[config.mk]
export PLATFORM = sky130hd
export DESIGN_NAME = slice_config_loader
export DESIGN_NICKNAME = d
export VERILOG_FILES = /design/src/rtl/slice_config_loader.sv
export SDC_FILE = /design/constraint.sdc
export NUM_CORES = 1
export LEC_CHECK = 0
export BUFFER_PORTS_ARGS = -buffer_cell sky130_fd_sc_hd__clkbuf_2
export CORE_MARGIN = 8
export CORE_UTILIZATION = 40
export CTS_CLUSTER_SIZE = 16
export DETAILED_ROUTE_END_ITERATION = 8
export SYNTH_ARGS = -nofsm -noshare
export SYNTH_HDL_FRONTEND = slang
export SYNTH_SLANG_ARGS = --single-unit
[constraint.sdc]
create_clock -name cclk -period 4.9 [get_ports cclk]
set_clock_uncertainty 0.15 [all_clocks]
set_input_delay 1.225 -clock cclk [delete_from_list [all_inputs] [get_ports cclk]]
set_output_delay 1.225 -clock cclk [all_outputs]
set_load 0.005 [all_outputs]
[src/rtl/slice_config_loader.sv]
// Assembles one slice configuration frame from WORD_W-bit bitstream words and commits it with a cen pulse.
// Optional checksum word after the frame is enabled by defining CFG_CHECKSUM_EN.
module slice_config_loader #(
  parameter  int S_XX_BASE    = 4,
  parameter  int NUM_LUTS     = 4,
  parameter  int WORD_W       = 8,
  localparam int CFG_SIZE     = 2**S_XX_BASE + 1,
  localparam int MUX_LVLS     = $clog2(NUM_LUTS),
  localparam int LUT_CFG_BITS = 2 * CFG_SIZE * NUM_LUTS,
  localparam int FRAME_BITS   = LUT_CFG_BITS + 1 + MUX_LVLS,
  localparam int NUM_WORDS    = (FRAME_BITS + WORD_W - 1) / WORD_W,
  localparam int CNT_W        = $clog2(NUM_WORDS + 1)
) (
  input  logic                    cclk,
  input  logic                    rst,
  input  logic                    cfg_start,
  input  logic                    cfg_abort,
  input  logic [WORD_W-1:0]       cfg_word,
  input  logic                    cfg_valid,
  output logic                    cfg_ready,
  output logic [LUT_CFG_BITS-1:0] luts_config_out,
  output logic                    config_use_cc_out,
  output logic [MUX_LVLS-1:0]     inter_lut_mux_config_out,
  output logic                    cen,
  output logic                    busy,
  output logic                    done,
  output logic                    err
);

  // state  | meaning
  // IDLE   | waiting for cfg_start, config outputs hold last committed frame
  // LOAD   | accepting frame words into the shadow register
  // CHECK  | accepting the checksum word (CFG_CHECKSUM_EN builds only)
  // COMMIT | config outputs just loaded, cen high for this single cycle
  // DONE   | done pulse, then back to IDLE
  typedef enum logic [2:0] {
    S_IDLE   = 3'd0,
    S_LOAD   = 3'd1,
    S_CHECK  = 3'd2,
    S_COMMIT = 3'd3,
    S_DONE   = 3'd4
  } state_t;

  state_t                state, state_nxt;
  logic [CNT_W-1:0]      word_cnt;
  logic [FRAME_BITS-1:0] shadow, shadow_nxt;
  logic                  word_load;
  logic                  last_word;
  logic                  start_frame;

`ifdef CFG_CHECKSUM_EN
  logic [WORD_W-1:0]     csum;
  logic                  check_fail;
  logic                  err_q;
`endif

  assign last_word   = (word_cnt == CNT_W'(NUM_WORDS - 1));
  assign start_frame = (state == S_IDLE) && cfg_start;
  assign word_load   = (state == S_LOAD) && cfg_ready && cfg_valid;
  assign busy        = (state != S_IDLE);

  always_comb begin
    state_nxt = state;
    cfg_ready = 1'b0;
    cen       = 1'b0;
    done      = 1'b0;
`ifdef CFG_CHECKSUM_EN
    check_fail = 1'b0;
`endif
    case (state)
      S_IDLE: begin
        if (cfg_start) state_nxt = S_LOAD;
      end
      S_LOAD: begin
        // abort wins over a word presented in the same cycle
        if (cfg_abort) begin
          state_nxt = S_IDLE;
        end else begin
          cfg_ready = 1'b1;
          if (cfg_valid && last_word) begin
`ifdef CFG_CHECKSUM_EN
            state_nxt = S_CHECK;
`else
            state_nxt = S_COMMIT;
`endif
          end
        end
      end
`ifdef CFG_CHECKSUM_EN
      S_CHECK: begin
        if (cfg_abort) begin
          state_nxt = S_IDLE;
        end else begin
          cfg_ready = 1'b1;
          if (cfg_valid) begin
            if (cfg_word == csum) begin
              state_nxt = S_COMMIT;
            end else begin
              state_nxt  = S_IDLE;
              check_fail = 1'b1;
            end
          end
        end
      end
`endif
      S_COMMIT: begin
        cen       = 1'b1;
        state_nxt = S_DONE;
      end
      S_DONE: begin
        done      = 1'b1;
        state_nxt = S_IDLE;
      end
      default: state_nxt = S_IDLE;
    endcase
  end

  // Padding bits beyond FRAME_BITS in the last word have no home and are dropped.
  always_comb begin
    shadow_nxt = shadow;
    if (word_load) begin
      for (int i = 0; i < FRAME_BITS; i++) begin
        if (word_cnt == CNT_W'(i / WORD_W)) shadow_nxt[i] = cfg_word[i % WORD_W];
      end
    end
  end

  always_ff @(posedge cclk) begin
    if (rst) begin
      state                    <= S_IDLE;
      word_cnt                 <= '0;
      shadow                   <= '0;
      luts_config_out          <= '0;
      config_use_cc_out        <= 1'b0;
      inter_lut_mux_config_out <= '0;
    end else begin
      state  <= state_nxt;
      shadow <= shadow_nxt;
      if (start_frame) begin
        word_cnt <= '0;
      end else if (word_load) begin
        word_cnt <= word_cnt + 1'b1;
      end
      // shadow_nxt already holds the final word when LOAD jumps straight to COMMIT
      if ((state != S_COMMIT) && (state_nxt == S_COMMIT)) begin
        luts_config_out          <= shadow_nxt[LUT_CFG_BITS-1:0];
        config_use_cc_out        <= shadow_nxt[LUT_CFG_BITS];
        inter_lut_mux_config_out <= shadow_nxt[LUT_CFG_BITS+1 +: MUX_LVLS];
      end
    end
  end

`ifdef CFG_CHECKSUM_EN
  always_ff @(posedge cclk) begin
    if (rst) begin
      csum  <= '0;
      err_q <= 1'b0;
    end else if (start_frame) begin
      csum  <= '0;
      err_q <= 1'b0;
    end else begin
      if (word_load)  csum  <= csum ^ cfg_word;
      if (check_fail) err_q <= 1'b1;
    end
  end

  assign err = err_q;
`else
  assign err = 1'b0;
`endif

endmodule

# Word-level counts from Yosys, hierarchy flattened
# Cells that the tools add are included.
# word_totals
ff_bits,286
# op_classes
mux,148
reduce_logical,9
add_sub_neg,1
eq_ne,22
# op_table
cell,count
$mux W1,143
$mux W139,1
$eq A5 B4 Y1 const B,8
$eq A5 B3 Y1 const B,4
$eq A5 B2 Y1 const B,2
$eq A5 B5 Y1 const B,2
$mux W3,3
$pmux W3 S3,1
$eq A3 B2 Y1 const B,2
$add A5 B1 Y5 const B,1
$eq A5 B1 Y1 const B,1
$logic_and A1 B1 Y1,5
$logic_not A5 Y1,1
$eq A3 B1 Y1 const B,1
$eq A3 B3 Y1 const B,1
$logic_not A3 Y1,1
$ne A3 B2 Y1 const B,1
$reduce_bool A3 Y1,1
$reduce_or A2 Y1,1

# Longest topological paths before layout
# logic_depth
ltp_word,7
mapped_depth,9
ltp_nobuf,6

# Worst setup path after synthesis
# OpenSTA, ideal clock, no wires.
# synth_path
kind,input -> output
from,input cfg_abort
to,output cfg_ready
path_stages,5
setup_slack_ns,1.234
arrival_time_ns,2.291
path_buffers,3
t_required_ns,3.525
path_cell_list,or4b_1 -> buf_2 -> clkinv_4 -> buf_4 -> buf_2
# synth_between
elab_chain_len,2
# synth_lines
item,line,text
"start, declared",17,"input logic cfg_abort,"
$mux W1,76,if (cfg_abort) begin
$mux W1,70,case (state)
"end, declared",20,"output logic cfg_ready,"
# Every way passes these cells.

# Worst setup path after layout
# Ends and elaborated chain as after synthesis.

==> qor.yml <==
timing:
  period_minus_slack_ps: 3800
  rsz0062_at_grt: "no"
  drv_slew: 0
  hold_viol: 0
  hold_slack_ps: 315
  max_slew_margin_pct: 26.8
  setup_violations: 0
  worstMarginPinSlew_ps: 1100
  layout_worst_path_cycle_share_pct: 77.5
  tns_ps: 0
  fmax_ghz: 0.263
pwr:
  switching_share_pct: 22.8
  power_frac_comb_pct: 3.8
  p_int_uw: 3680
  p_seq_share_pct: 48.3
  switchingPower_uw: 1090
  p_leak_uw: 0.00544
  clkPwrFrac_pct: 47.9
  ir_drop_uv: 257
  p_per_area_nw_per_um2: 351
worst_setup_path:
  cp-start-kind: "input pin"
  cp-end-kind: "output pin"
  rr_startpoint: "word_cnt[0]"
  cp_data_arrival_time_ps: 2420
  r2r_cells: 5
  critPathKind: "input pin to output pin"
  path_buf_inv: 3
  crit_fanout: 54
  cp_top_family: "buffers and inverters"
  r2r-end: "luts_config_out[100]"
  cp_cell_sequence: "clkbuf_2 > or4b_4 > clkinv_4 > clkbuf_2"
  crit_top_cell: "clkbuf_2"
  crit_path_max_incr_delay_ps: 540
  critical_path_required_ps: 3520
  r2r_slack_ps: 2000
  slowest_stage: "or4b_4"
layout:
  syn2layout_area_growth_pct: 15.3
  final_common_cell: "dfxtp_1"
  nets: 1276
  drive_gt1_share_pct: 19.6
  utilization_pct: 46.3
  fillers: 2843
  layout_common_cells: "dfxtp_1, clkbuf_2, a21oi_1"
  diodes: 0
die:
  dieArea_sq_um: 35200
  die_w_microns: 188
  core_sq_um: 29300
  die_h_microns: 188
  start_util_pct: 40.2
  rows: 63
  io_pins: 157
cts:
  clkSinkCount: 283
  cts_buffers: 30
  htreeDepth: 1
  postCtsHoldBufs: 0
  cts_setup_buffers: 0
  cts_repair_resize_count: 0
  cts_tree: "yes"
  ctsLongestPathBuffers: 3
  path_clk_slew_ps: 60
  root_buffer: "clkbuf_16"
  clock_latency_ps: 550
placement:
  routabilityCongestion: 0.747
  io_buffers: 155
  dpl.hpwl_microns: 19500
yosys:
  synthTopCellsByArea: "dfxtp_1, mux2i_1, o31ai_1, nand4_1, nand2b_1"
  synthDistinctLibCells: 41
  yosys.area_share.simple_pct: 17.4
  yosys.area.top_type_share_pct: 48.1
  seq_area_frac_synth_pct: 48.1
  synth-xor-area-share_pct: 0
  syn-cell-area_sq_um: 11800
  synth_compound_area_share_pct: 17.2
  synth_fa_ha_area_share_pct: 0.531
  async_flop_share_pct: 0
  synthFlopType: "dfxtp_1"
  ys_seq_elements: 283
  avgSynthCellArea_sq_um: 9.77
  yosys.area.top_type: "dfxtp_1"
  syn-num-nets: 1224
  yosysWarnings: 0
  muxShareOfSynthArea_pct: 11.0
  synth_top_family_by_area: "simple AND/OR/NAND/NOR gates"
  syn_inst: 1206
  synth-edff-count: 0
drt:
  wl_microns: 33200
  ant_nets: 0
  drt_iter0_markers: 711
  vias: 9640
  drc: 0
  avgRoutedWirePerCell_microns: 19.9
  drtPass1Iterations: 5
  vias_per_cell: 5.77
global_routing:
  grt_overflow_total: 0
  grt_pass1_wl_microns: 53500
  grt_max_degree: 96
  grt.total_usage_pct: 18.0
  antenna_found_initial: 0
  grt_pass1_vias: 9382
job:
  drv_cap: 0
status:
  status: "finished clean"
worst_hold_path:
  hp-start: "luts_config_out[103]"
  hold_depth: 2
  hold_end: "luts_config_out[103]"
  hold_class: "flop to flop"
[how the worst max path moves through the flow]
stage / start / to / slack (ps) / depth (start not counted)
floorplan: cfg_abort / cfg_ready / 1230 / 5
global placement: cfg_abort / cfg_ready / 1090 / 4
detailed placement: cfg_abort / cfg_ready / 1090 / 4
CTS: cfg_abort / cfg_ready / 1090 / 4
global route: cfg_abort / cfg_ready / 1040 / 4
finish: cfg_abort / cfg_ready / 1100 / 4
[cell type report]
class	count	area, sq um	area share [%]
tap	390	488	3.59
clock inverter	12	93.8	0.691
multi-input combinational	764	5480	40.3
clock buffer	44	915	6.73
timing repair buffer	170	907	6.68
sequential	283	5670	41.7
inverter	9	41.3	0.304
[power by group through the flow]
stage,combinational (uW),sequential (uW),clock (uW)
CTS,181,2310,2320
finish,182,2310,2280
global route,194,2300,2440
detailed placement,180,2360,0
global placement,182,2360,0
floorplan,131,2360,0
[synth_stat cells (2+ instances only)]
master / instances
a211oi_1: 8
a21oi_1: 144
a311oi_1: 7
a311oi_2: 2
a31oi_1: 16
and3_1: 2
and3b_1: 4
buf_1: 2
buf_2: 33
buf_4: 4
clkbuf_1: 109
dfxtp_1: 283
ha_1: 5
inv_1: 8
mux2i_1: 129
nand2_1: 2
nand2b_1: 128
nand3_1: 5
nand3_2: 17
nand4_1: 131
nand4_4: 3
nor2_1: 2
nor2b_1: 2
o21ai_0: 10
o31ai_1: 133
or4_1: 2
[registers in the layout, indices dropped and copies added, names as in the netlist]
| name | flops |
|---|---|
| config_use_cc_out | 1 |
| inter_lut_mux_config_out | 2 |
| luts_config_out | 136 |
| shadow | 136 |
| state | 3 |
| word_cnt | 5 |
[per-stage QoR]
step | instance area (sq um) | total power, uW | cells | setup slack (ps)
floorplan | 11800 | 2490 | 1206 | 1230
global placement | 12600 | 2540 | 1616 | 1090
detailed placement | 12600 | 2540 | 1616 | 1090
CTS | 13600 | 4810 | 1672 | 1090
global route | 13600 | 4940 | 1672 | 1040
finish | 13600 | 4770 | 1672 | 1100
[worst register-to-register path: stages, from the launching register on]
cell     delay [ps]
dfxtp_1         440
ha_4            660
inv_4           610
buf_4           460
o31ai_1         310
a21oi_1         110
[routing by layer]
layer | part of all wire (%) | global-route usage, % | up-vias
li1 | - | - | 4584
met1 | 47 | 24.5 | 4795
met2 | 47 | 29.1 | 230
met4 | 1.1 | 3.64 | 0
met5 | 0 | 0 | -
met3 | 5.3 | 3.70 | 31
[kinds of logic after synthesis]
logic type,Yosys count
DFF,283
AOI/OAI and AO/OA,321
buffers and inverters,159
and+or+nand+nor,308
other,1
adders and majority gates,5
muxes,129
(Power assumes the default switching activity.)
